--- config.mk ---
export PLATFORM = sky130hd
export DESIGN_NAME = stream_buf
export DESIGN_NICKNAME = d
export VERILOG_FILES = /design/src/rtl/test_stream_ctrl_buf.sv
export SDC_FILE = /design/constraint.sdc
export NUM_CORES = 1
export LEC_CHECK = 0
export BUFFER_PORTS_ARGS = -buffer_cell sky130_fd_sc_hd__buf_2
export CORE_AREA = 2 2 87 98
export DETAILED_ROUTE_END_ITERATION = 7
export DIE_AREA = 0 0 89 100
export PLACE_DENSITY = 0.54
export SLEW_MARGIN = 20
export SYNTH_ARGS = -nofsm -noshare
export SYNTH_HDL_FRONTEND = slang
export SYNTH_SLANG_ARGS = --single-unit
--- constraint.sdc ---
create_clock -name clk -period 4.6 [get_ports clk]
set_clock_uncertainty 0.1 [all_clocks]
set_input_delay 0.46 -clock clk [delete_from_list [all_inputs] [get_ports clk]]
set_output_delay 0.46 -clock clk [all_outputs]
set_load 0.005 [all_outputs]
--- src/rtl/test_stream_ctrl_buf.sv ---
// stream_buf: small synchronous FIFO with flush and occupancy count.
// Simultaneous push and pop while full is allowed.
`default_nettype none

module stream_buf #(
    parameter int WIDTH = 18,
    parameter int DEPTH = 4,
    parameter int CNT_W = $clog2(DEPTH) + 1
) (
    input  logic             clk,
    input  logic             reset_n,
    input  logic             flush_i,
    input  logic             push_i,
    input  logic [WIDTH-1:0] wdata_i,
    input  logic             pop_i,
    output logic [WIDTH-1:0] rdata_o,
    output logic             empty_o,
    output logic [CNT_W-1:0] count_o
);

    localparam int PTR_W = $clog2(DEPTH);

    logic [WIDTH-1:0] mem_q [DEPTH];
    logic [PTR_W-1:0] wr_ptr_q, wr_ptr_d;
    logic [PTR_W-1:0] rd_ptr_q, rd_ptr_d;
    logic [CNT_W-1:0] count_q, count_d;
    logic             do_pop;

    assign do_pop = pop_i & (count_q != '0);

    always_comb begin
        wr_ptr_d = wr_ptr_q;
        rd_ptr_d = rd_ptr_q;
        count_d  = count_q;
        if (flush_i) begin
            wr_ptr_d = '0;
            rd_ptr_d = '0;
            count_d  = '0;
        end else begin
            if (push_i) wr_ptr_d = wr_ptr_q + PTR_W'(1);
            if (do_pop) rd_ptr_d = rd_ptr_q + PTR_W'(1);
            count_d = count_q + CNT_W'(push_i) - CNT_W'(do_pop);
        end
    end

    always_ff @(posedge clk or negedge reset_n) begin
        if (!reset_n) begin
            wr_ptr_q <= '0;
            rd_ptr_q <= '0;
            count_q  <= '0;
        end else begin
            wr_ptr_q <= wr_ptr_d;
            rd_ptr_q <= rd_ptr_d;
            count_q  <= count_d;
        end
    end

    // Storage needs no reset: the head is only observed while count is non-zero.
    always_ff @(posedge clk) begin
        if (push_i && !flush_i) mem_q[wr_ptr_q] <= wdata_i;
    end

    assign rdata_o = mem_q[rd_ptr_q];
    assign empty_o = (count_q == '0);
    assign count_o = count_q;

endmodule

`default_nettype wire

Yosys cells after proc, flatten, opt, wreduce, memory -nomap -nowiden. Memory sizes are Yosys's and may differ from the RTL's. Index checks and enable logic that the tools add are counted. Widths: inputs -> output; s select.

$add $sub $neg: 4. Multipliers: 0. Div/mod/pow operators: 0. Magnitude comparators: 0. Equality and inequality tests: 0. Shifts and indexed selects: 0. Mux-type cells: 7. Bitwise operators: 1. Reduce and logical (&&, ||, !) cells: 6.

Operators by type and width (count): $mux 2 (4); $add 2x1->2 const B (2); $reduce_bool 2->1 (2); $add 3x1->3 (1); $logic_not 3->1 (1); $mux 3 (1); $reduce_bool 3->1 (1); $sub 3x1->3 (1); $mux 1 (2); $and 1x1->1 (1); $logic_and 1x1->1 (1); $logic_not 1->1 (1).

Register bits: 7. Bits in latches: 0. RAM bits: 72. Bits in read-only memories: 0. Input bits: 23. Output and inout bits: 22. Word-level logic and storage cells: 22. Memories kept: 1.

Memories: mem_q (words 4, width 18, rd ports 1, clocked after memory_dff 0, wr ports 1, line 23) `logic [WIDTH-1:0] mem_q [DEPTH];`.

Depth between registers and ports, before layout.
Word-level depth: 4. Gate-level depth with buffers: 8. Depth with buffers taken out: 8.

Least setup slack after synthesis. OpenSTA, ideal clock, no wires.

Path type: register to register. Start point: reg count_q[1], in the netlist count_o[1]. End point: reg count_q[2], in the netlist count_o[2]. Setup time: 0.132 ns. Arrival time: 1.845 ns. Data required time: 4.368 ns. Setup slack: 2.523 ns. Stages on the path, launching flop included: 9. Buffers on the path: 0. Path through: dfrtp_1 > o31a_1 > ha_1 > inv_1 > ha_1 > inv_1 > fa_1 > xnor3_1 > nor2_1.

Cells in the longest elaborated chain, start to end: 4. Elaborated cells on any way between the ends: 5. Classes of those cells: add/sub (2); mux (1); bitwise (1); reduce/logical (1).

RTL lines: from (decl) (line 26) `logic [CNT_W-1:0] count_q, count_d;`; from (signal assigned) (line 54) `count_q <= count_d;`; parallel branches: the longest is 2 deep, another holds $add 3x1->3; $sub 3x1->3 (*) (line 42) `count_d = count_q + CNT_W'(push_i) - CNT_W'(do_pop);`; $mux 3 (*) (line 35) `if (flush_i) begin`; via count_d[2] (line 26).

Mark *: on every way through the listed nets, which the timed path passes. A chain may end at the register's enable or synchronous reset.

Worst setup path after layout.
Start point: reg rd_ptr_q[0]. End point: out rdata_o[17].

Cells in the longest elaborated chain, start to end: 1.

RTL lines: from (decl) (line 25) `logic [PTR_W-1:0] rd_ptr_q, rd_ptr_d;`; from (signal assigned) (line 53) `rd_ptr_q <= rd_ptr_d;`; $mem_v2 4x18; to (decl) (line 16) `output logic [WIDTH-1:0] rdata_o,`.

No other way between the ends.

==> summary.txt <==
Detailed routing
  • 1st-iter DRT viols: 56
  • TritonRoute pass-1 iters: 4
  • Routed WL: slightly above 5000 um
  • Drt wl/cell: approximately 17 um
  • Post-DRT Antenna Nets: 0
  • DR vias: around 1,400
  • Via density: between 4 and 5
  • DRC viols: 0

Logic synthesis
  • Synth unique cells: 20
  • Synth top area share: ~70%
  • Post-synthesis sequential area ratio: between 70% and 80%
  • Synth Area per Inst: about 23 um^2
  • Commonest register cell after synthesis: edfxtp_1
  • Total number of yosys warnings: 0
  • Count leader, synth: edfxtp_1
  • Synth area leaders: edfxtp_1, mux4_2, dfrtp_1
  • Syn_nets: between 150 and 200
  • Biggest area consumer among synthesized cells: edfxtp_1
  • Yosys reg bits: 79
  • Netlist Area Pre-Place: about 0.0031 mm^2
  • Commonest cells in the netlist: edfxtp_1, mux4_2, dfrtp_1
  • Post-Synthesis Cells: between 100 and 150
  • Async SR Flop Fraction: 8.86%
  • Number of enable flip-flop cells after synthesis: 72

Final layout
  • Layout net count: about 220
  • Fin area: 0.00367 mm^2
  • Share of cells above drive strength 1: 42.0%
  • N_diodes: 0
  • Register area: roughly 0.0023 mm^2
  • Area Growth Syn to Fin: 19.0%
  • Filler Cell Count: between 700 and 800
  • Area occupied by multi-input gates: 688 um^2

STA
  • Final min period: 2560 ps
  • Fin crit share: 55.6%
  • WHS: roughly 240 ps
  • Setup_tns: 0 ps
  • Worst setup margin: 2040 ps
  • Fin. Hold Viols: 0
  • Worst slew pin tran: a little under 1000 ps
  • Slew Limit Fails: 0
  • Final setup vio count: 0
  • Relative slew slack: roughly a third
  • RSZ-0062 raised after global routing: false
  • Achievable Freq: approximately 0.39 GHz

Global route
  • GR Util All Layers: approximately 13%
  • Largest net degree at the start of global routing: 21
  • Aggregate global routing overflow: 0
  • First-pass GRT wire length: approximately 8300 um
  • Initial antenna violation count: 0
  • Number of global-route vias before repair: 1,564

CTS
  • Inserted Clock Buffers: 9
  • CTS resizes: 0
  • Worst skew pair latency: 340 ps
  • Clk buf depth: 2
  • CTS Sinks: 79
  • H-tree depth: 3
  • Setup Buffers After CTS: 0
  • TritonCTS clock tree: built
  • CTS clock-pin slew for the worst setup and hold paths: ~80 ps
  • Clk root buf: clkbuf_8

Floorplanning
  • Die width: between 80 and 90 um
  • Area of the core: between 0.008 and 0.009 mm^2
  • Starting Density: 38.2%
  • Die height: roughly 100 um
  • Placement Rows: 35
  • Die area: 0.00890 mm^2
  • IO Count: 45

Placement
  • Cell Area, Placed: 0.00341 mm^2
  • Routability cong.: approximately 0.67
  • Dpl hpwl: 3310 um
  • Buffers on Ports: between 40 and 50
  • Pre-CTS setup slack: around 2400 ps

Critical path
  • CP max FO: 15
  • Startpoint types: flip-flop
  • WP data arrival: approximately 2000 ps
  • WP data required: about 4000 ps
  • Crit Path Category: flip-flop to output port
  • CP Capture Type: output port

Run
  • # Max-Cap Violations: 0

Power
  • LEAKAGE: 1.29 nW
  • Worst vdd ir: 218 uV
  • Pwr Density: approximately 490 mW/mm^2

Worst hold path
  • Hold WC Path Type: primary input to flip-flop

Status
  • Outcome: complete, no violations
==> cell families (layout without fill, tap and decap cells) <==
logic type,after synthesis,in the layout,share of synthesized area (%)
AOI/OAI and AO/OA,2,2,1.14
xor gates and xnor gates,2,2,1.02
adders and majority gates,7,7,3.09
buffers and inverters,10,67,1.79
DFF,79,79,75.9
muxes,21,21,14.6
and+or+nand+nor,15,15,2.52
==> layout by cell type, fill, tap and decap left out <==
cell type       n
edfxtp_1       72
buf_2          44
mux4_2         17
clkbuf_8        9
dfrtp_1         7
nor2_1          6
ha_1            6
inv_1           5
nor2b_1         4
and2_1          4
clkinvlp_4      3
bufinv_16       3
mux2_4          2
nor3_1          1
o31a_1          1
mux4_1          1
xnor3_1         1
xnor2_1         1
mux2i_1         1
o311ai_4        1
fa_1            1
clkinv_4        1
dlygate4sd3_1   1
buf_4           1
==> cell type report <==
type / count / area share [%]
flip-flops and latches: 79 / 63.8
multi-input cells: 47 / 18.8
repair buffers: 46 / 6.48
well taps: 111 / 3.79
clock buffers: 9 / 3.38
clock inverters: 7 / 3.31
inverters: 5 / 0.512
==> report_power, final <==
part / switching [W] / internal (W) / total, W
Clock: 0.000248 / 0.000361 / 0.000609
Sequential: 0.0000463 / 0.000818 / 0.000864
Combinational: 0.000124 / 0.000182 / 0.000306
==> worst paths after layout <==
kind                                         startpoint                       to  slack (ps)  cells after the start
worst max-delay path            rd_ptr_q[0]$_DFFE_PN0P_              rdata_o[17]        2040                      3
worst min-delay path                        wdata_i[16]   mem_q[2][16]$_DFFE_PP_         240                      1
worst max register to register     count_o[1]$_DFF_PN0_     count_o[2]$_DFF_PN0_        2410                      8
worst min register to register  wr_ptr_q[1]$_DFFE_PN0P_  wr_ptr_q[1]$_DFFE_PN0P_         480                      2
max in group asynchronous                       reset_n  rd_ptr_q[0]$_DFFE_PN0P_        3860                      2
min in group asynchronous                       reset_n  wr_ptr_q[1]$_DFFE_PN0P_         380                      2
==> flip-flops by register name (all words and copies together) (netlist names) <==
signal / count
mem_q: 72
count_o: 3
rd_ptr_q: 2
wr_ptr_q: 2
==> per-stage QoR <==
stage / total power [W] / cells / utilization [%]
final: 0.00178 / 304 / 45.5
after detailed placement: 0.00120 / 287 / 42.3
after floorplan: 0.00109 / 136 / -
after CTS: 0.00181 / 304 / 45.5
after global placement: 0.00118 / 287 / 42.3
after global routing: 0.00188 / 304 / 45.5
==> worst max-delay path: stages (launching register included) <==
cell     delay [ps]
dfrtp_1         560
buf_4           370
mux4_1          580
buf_2           140
==> metal layers <==
layer / share of wire, % / vias up / global-route usage [%]
met4: 1.5 / 0 / 4.48
met5: 0 / - / 0
met2: 53 / 32 / 20.7
li1: - / 655 / -
met1: 40 / 744 / 16.2
met3: 4.9 / 8 / 5.02
==> what timing repair did <==
action                                  4_1_cts  5_1_grt
endpoints found under the hold margin         7        0
hold buffers                                  1        0
endpoints found under the setup margin        0        0
Note: power is estimated with default switching activity, not from simulation.
